--- config.mk ---
export PLATFORM = sky130hd
export DESIGN_NAME = avalon_data_mem_bridge
export DESIGN_NICKNAME = d
export VERILOG_FILES = /design/src/rtl/mips_bus_pkg.sv /design/src/rtl/byte_lane_merge.sv /design/src/rtl/avalon_data_mem_bridge.sv
export SDC_FILE = /design/constraint.sdc
export NUM_CORES = 1
export LEC_CHECK = 0
export ABC_AREA = 1
export CAP_MARGIN = 20
export CORE_MARGIN = 2
export CORE_UTILIZATION = 31
export CTS_CLUSTER_DIAMETER = 80
export DETAILED_ROUTE_END_ITERATION = 16
export GPL_ROUTABILITY_DRIVEN = 0
export HOLD_SLACK_MARGIN = 0.06
export SLEW_MARGIN = 20
export SYNTH_ARGS = -nofsm -noshare
export SYNTH_HDL_FRONTEND = slang
export SYNTH_SLANG_ARGS = --single-unit
export TNS_END_PERCENT = 20
--- constraint.sdc ---
create_clock -name clk -period 1.9 [get_ports clk]
set_input_delay 0.57 -clock clk [delete_from_list [all_inputs] [get_ports clk]]
set_output_delay 0.57 -clock clk [all_outputs]
set_load 0.01 [all_outputs]
--- src/rtl/mips_bus_pkg.sv ---
// Shared types and helpers for the data-memory bus bridges.
// Lane merge is used by every bridge that does read-modify-write.
package mips_bus_pkg;

  typedef enum logic [1:0] {
    IDLE,
    WAIT,
    ACCESS
  } bridge_state_t;

  localparam int DEFAULT_MEM_WORDS = 4096;

  function automatic logic [31:0] be_merge(
    input logic [31:0] nw,
    input logic [31:0] old,
    input logic [3:0]  be
  );
    logic [31:0] res;
    res = old;
    for (int i = 0; i < 4; i++) begin
      if (be[i]) res[8*i+:8] = nw[8*i+:8];
    end
    return res;
  endfunction

endpackage

--- src/rtl/byte_lane_merge.sv ---
// Combinational 4-lane merge of a new word over an old word.
// Lane i takes new_word when be[i] is set.
module byte_lane_merge
  import mips_bus_pkg::*;
(
  input  logic [31:0] new_word,
  input  logic [31:0] old_word,
  input  logic [3:0]  be,
  output logic [31:0] merged
);

  assign merged = be_merge(new_word, old_word, be);

endmodule

--- src/rtl/avalon_data_mem_bridge.sv ---
// Avalon-MM slave in front of the single-port data memory.
// Partial writes merge with the combinational read word in ACCESS.
module avalon_data_mem_bridge
  import mips_bus_pkg::*;
#(
  parameter int WAIT_STATES = 1,
  parameter int MEM_WORDS   = DEFAULT_MEM_WORDS
) (
  input  logic        clk,
  input  logic        reset_n,
  input  logic [31:0] address,
  input  logic        read,
  input  logic        write,
  input  logic [31:0] writedata,
  input  logic [3:0]  byteenable,
  output logic        waitrequest,
  output logic [31:0] readdata,
  output logic [31:0] mem_address,
  output logic [31:0] mem_write_data,
  output logic        mem_write,
  output logic        mem_read,
  input  logic [31:0] mem_read_data,
  output logic        bus_err
);

  localparam int CW =
    (WAIT_STATES > 0) ? $clog2(WAIT_STATES + 1) : 1;
  localparam logic [CW-1:0] CNT_INIT = CW'(WAIT_STATES);
  localparam logic [30:0]   MW = 31'(MEM_WORDS);

  bridge_state_t state_q, state_d;
  logic [CW-1:0] cnt_q, cnt_d;
  logic [29:0]   addr_q, addr_d;
  logic [31:0]   wdata_q, wdata_d;
  logic [3:0]    be_q, be_d;
  logic          we_q, we_d;
  logic [31:0]   readdata_q, readdata_d;
  logic          err_q, err_d;

  logic          access;
  logic          oor;
  logic [31:0]   rd_word;
  logic [31:0]   merged;

  logic unused_addr_lsb;
  assign unused_addr_lsb = ^address[1:0];

  assign access = (state_q == ACCESS);
  assign oor    = ({1'b0, addr_q} >= MW);
  assign rd_word = oor ? 32'h0 : mem_read_data;

  byte_lane_merge u_merge (
    .new_word (wdata_q),
    .old_word (mem_read_data),
    .be       (be_q),
    .merged   (merged)
  );

  assign mem_address    = {addr_q, 2'b00};
  assign mem_read       = access;
  assign mem_write_data = (be_q == 4'hF) ? wdata_q : merged;
  assign mem_write      = access & we_q & (|be_q) & ~oor;
  assign readdata       = access ? rd_word : readdata_q;
  assign bus_err        = err_q;
  // Gated by reset so a held request reads as idle while in reset.
  assign waitrequest    = reset_n & (read | write) & ~access;

  always_comb begin
    state_d    = state_q;
    cnt_d      = cnt_q;
    addr_d     = addr_q;
    wdata_d    = wdata_q;
    be_d       = be_q;
    we_d       = we_q;
    readdata_d = readdata_q;
    err_d      = err_q;
    unique case (state_q)
      IDLE: begin
        if (read | write) begin
          addr_d  = address[31:2];
          wdata_d = writedata;
          be_d    = byteenable;
          we_d    = write;
          cnt_d   = CNT_INIT;
          state_d = (WAIT_STATES > 0) ? WAIT : ACCESS;
          if (read & write) err_d = 1'b1;
        end
      end
      WAIT: begin
        cnt_d = cnt_q - CW'(1);
        if (cnt_q == CW'(1)) state_d = ACCESS;
      end
      ACCESS: begin
        state_d = IDLE;
        if (oor) err_d = 1'b1;
        if (!we_q) readdata_d = rd_word;
      end
      default: state_d = IDLE;
    endcase
  end

  always_ff @(posedge clk or negedge reset_n) begin
    if (!reset_n) begin
      state_q    <= IDLE;
      cnt_q      <= '0;
      addr_q     <= '0;
      wdata_q    <= '0;
      be_q       <= '0;
      we_q       <= 1'b0;
      readdata_q <= '0;
      err_q      <= 1'b0;
    end else begin
      state_q    <= state_d;
      cnt_q      <= cnt_d;
      addr_q     <= addr_d;
      wdata_q    <= wdata_d;
      be_q       <= be_d;
      we_q       <= we_d;
      readdata_q <= readdata_d;
      err_q      <= err_d;
    end
  end

endmodule
==> Implementation_results.wiki <==
{| class="wikitable"
! Metric !! Value
|-
| Final period util || 130%
|-
| Area of the placeable core || roughly 16000 um^2
|-
| Number of endpoints with negative hold slack in the final report || 0
|-
| Switching Share || 39.2%
|-
| Warning count from the yosys run || 0
|-
| CTS Sinks || 103
|-
| Worst-margin pin slew || 0.726 ns
|-
| Worst setup SP type || flip-flop
|-
| Crit-path max cell delay || 0.38 ns
|-
| Final setup fails || 34
|-
| Clk Latency, worst-skew pair || ~0.35 ns
|-
| Post-DRT Antenna Nets || 0
|-
| CP cell instances || nor2_1 > nand2_1 > nor2_2 > nand2_2 > nor2_4 > buf_6 > buf_6 > buf_12 > nand3_1 > nand2_1 > buf_2
|-
| Filler instances || 1554
|-
| Final global-route overflow total || 0
|-
| H-Tree Depth || 3
|-
| Global-route wire length before repair || 25100 um
|-
| Flop pwr share || 32.5%
|-
| Critical path depth in cells || 11
|-
| Worst hold start || wdata_q[0]
|-
| Share of synthesized flip-flops with an asynchronous set or reset || 100%
|-
| Avg Inst Size Synth || 7.35 um^2
|-
| Most common library cells after synthesis || 422 x sky130_fd_sc_hd__nand2_1, 103 x sky130_fd_sc_hd__dfrtp_1, 66 x sky130_fd_sc_hd__nand3_1, 24 x sky130_fd_sc_hd__buf_2, 13 x sky130_fd_sc_hd__nor2_1
|-
| All-layer global routing usage || a little under a fifth
|-
| Netlist area before placement || 4920 um^2
|-
| FF+latch count, synth || just over 100
|-
| Number of flops mapped to enable cells by yosys || 0
|-
| Ports placed on the boundary || 204
|-
| Post-synth top area cell || sky130_fd_sc_hd__dfrtp_1
|-
| Worst Path Arrival || 1.90 ns
|-
| Count of unresolved DRC violations after routing || 0
|-
| Shortest period the worst path allows || 2.47 ns
|-
| Initial antenna violation count || 0
|-
| Classification of the worst setup path || flip-flop to output port
|-
| Top_reg_cell synth || sky130_fd_sc_hd__dfrtp_1
|-
| Die boundary height || 130 um
|-
| Terminating pin of the worst hold path || wdata_q[0]
|-
| Initial core utilization || 31.3%
|-
| Maximum clock skew at final layout || around 0.0075 ns
|-
| Failing checks || setup timing
|-
| Pwr dens || 1410 nW/um^2
|-
| Detail-routed via count per cell || 4.40
|-
| HP Class || flip-flop to flip-flop
|-
| Top cell type's share of synthesized area || between 50% and 60%
|-
| Setup_tns || -15.97 ns
|-
| PortBufs || a little under 200
|-
| Clock-pin transition on the worst setup and hold timing paths || 0.07 ns
|-
| Maximum number of pins on one net before global-route repair || 54
|-
| Total non-filler cell area in the finished layout || between 8000 and 9000 um^2
|-
| Leakage power total || ~4.3 nW
|-
| Number of CTS-inserted buffers || 9
|-
| Placed inst area || 7610 um^2
|-
| Clock Path Buffers || 2
|-
| # nets final || between 1000 and 1500
|-
| Worst Setup Slack, final || -0.573 ns
|-
| Met2 WL || 7650 um
|-
| Hold buffers post-CTS || 0
|-
| Area of the die || 16900 um^2
|-
| Total number of vias || 5040
|-
| Part of the total power dissipated in combinational logic || 52.2%
|-
| Worst EP required || around 1.3 ns
|-
| Iter 0 DRT Violations || 299
|-
| Cells on worst reg2reg path || 12
|-
| Internal power || 0.00692 W
|-
| Register-to-Register Setup Slack || 0.14 ns
|-
| Rel. slew slack || between 50% and 60%
|-
| Detailed Place HPWL || 10900 um
|-
| Outcome || complete, but fails checks
|-
| Detailed-routing wirelength on met1 || 7040 um
|-
| Routed wl met3 || between 900 and 1000 um
|-
| Dominant cells by area after synthesis || sky130_fd_sc_hd__dfrtp_1 52%, sky130_fd_sc_hd__nand2_1 32%, sky130_fd_sc_hd__nand3_1 6.7%
|-
| Layout-stage area growth over the synthesis result || 64.2%
|-
| Final number of max-transition violations || 0
|-
| Most common cell in the synthesized netlist || sky130_fd_sc_hd__nand2_1
|-
| Hold depth || 2
|-
| # diodes || 0
|-
| Avg WL per Cell || between 10 and 15 um
|-
| Netlist cell types || 23
|-
| Sequential-to-total area share from yosys stat || 52.4%
|-
| Fraction of layout instances using a drive strength above 1 || 21.4%
|-
| FF-to-FF Start || addr_q[18]
|-
| Synth Instances || 670
|-
| Slowest library cell on the worst path || sky130_fd_sc_hd__dfrtp_1
|-
| Maximum resistive drop on vdd || 0.609 mV
|-
| Final Routed Wirelength || 15900 um
|-
| Top layer reached by signal wires || met4
|-
| Clock Root Buffer || sky130_fd_sc_hd__clkbuf_16
|-
| Largest delay share family, worst path || simple AND/OR/NAND/NOR gates
|-
| Width of the die || 130 um
|-
| Via count of the first global-routing pass || 4877
|-
| FMAX || 404 MHz
|-
| Switching power || between 0.004 and 0.005 W
|-
| Number of max-cap violations || 0
|-
| Clock share of power || 15.3%
|-
| Worst reg2reg path endpoint || readdata_q[18]
|-
| Critical path fanouts, max || 5
|-
| Initial DRT Pass Iterations || 4
|-
| Row Count || 46
|-
| Kind of capture point of the worst setup path || output port
|-
| Clock tree from TritonCTS || built
|-
| RSZ-0062 raised after global routing || true
|-
| Critical path buffer and inverter count || 4
|}
## sequential cells by signal, summed over array words and instances (netlist names)
| name | count |
|---|---|
| wdata_q | 32 |
| we_q | 1 |
| cnt_q | 1 |
| readdata_q | 32 |
| state_q | 2 |
| addr_q | 30 |
| bus_err | 1 |
| be_q | 4 |
## power by group through the flow
stage	Clock (W)	Sequential, W	Combinational (W)
6_report	0.00174	0.00370	0.00594
5_1_grt	0.00186	0.00383	0.00662
3_5_place_dp	0	0.00371	0.00640
2_1_floorplan	0	0.00382	0.00262
3_3_place_gp	0	0.00369	0.00636
4_1_cts	0.00179	0.00370	0.00604
## tightest hold or removal path: cells and delay by family (launching register included)
| kind | cells | cell delay (ns) |
|---|---|---|
| flops | 1 | 0.34 |
| simple gates | 2 | 0.10 |
## metal layers
layer | track usage, % | vias up
met5 | 0 | -
met2 | 32.8 | 134
li1 | - | 2578
met1 | 24.4 | 2315
met4 | 4.93 | 0
met3 | 4.18 | 13
## timing repair
action / CTS / global route
setup buffers: 15 / 3
gates cloned: 4 / 1
resized for setup: 282 / 65
setup endpoints to repair: 82 / 68
pin swaps: 13 / 17
## cell type report
cell class / count / area [um^2] / area share [%]
clock inverters: 5 / 33.8 / 0.418
inverters: 11 / 48.8 / 0.604
well taps: 216 / 270 / 3.34
clock buffers: 11 / 243 / 3.00
flip-flops and latches: 103 / 2580 / 31.9
repair buffers: 281 / 2710 / 33.6
multi-input cells: 519 / 2200 / 27.2
## stage by stage
step                      setup slack (ns)  cells  hold slack (ns)  utilization (%)  power, W
after floorplan                     0.0411    671            0.274                -   0.00644
after global placement              -0.561   1111            0.454             48.4    0.0101
after detailed placement            -0.562   1111            0.459             48.4    0.0101
after CTS                           -0.658   1144            0.476             51.2    0.0115
after global routing                -0.713   1146            0.492             51.4    0.0123
final                               -0.573   1146            0.471             51.4    0.0114
## cell families (layout without fill, tap and decap cells)
logic type / count (synthesis) / count (layout) / synth area share [%]
simple gates: 508 / 508 / 41.2
buf+inv: 49 / 308 / 5.39
other cells: 1 / 2 / 0.0762
flops: 103 / 103 / 52.4
compound gates: 9 / 9 / 0.991
## worst max-delay path by stage
stage	start	end	slack (ns)
5_1_grt	addr_q[18]	readdata[11]	-0.71
3_5_place_dp	addr_q[20]	readdata[1]	-0.56
6_report	addr_q[18]	readdata[3]	-0.57
4_1_cts	addr_q[29]	readdata[2]	-0.66
2_1_floorplan	addr_q[19]	readdata[23]	0.04
3_3_place_gp	write	waitrequest	-0.56
## layout by cell type, fill, tap and decap left out, drive strengths merged
cell | Yosys | final
nor3 | 2 | 2
bufbuf | 0 | 1
nand3 | 66 | 66
a211oi | 1 | 1
dfrtp | 103 | 103
conb | 1 | 2
a31oi | 1 | 1
o21ai | 5 | 5
clkdlybuf4s50 | 0 | 80
nor2 | 16 | 16
and2 | 1 | 1
clkinvlp | 0 | 2
nand2 | 422 | 422
nand4 | 1 | 1
inv | 7 | 7
clkbuf | 3 | 22
dlygate4sd2 | 0 | 49
a21oi | 2 | 2
dlymetal6s2s | 0 | 2
clkdlybuf4s15 | 0 | 21
clkinv | 4 | 7
buf | 35 | 117
Power figures use the tool's default switching activity.
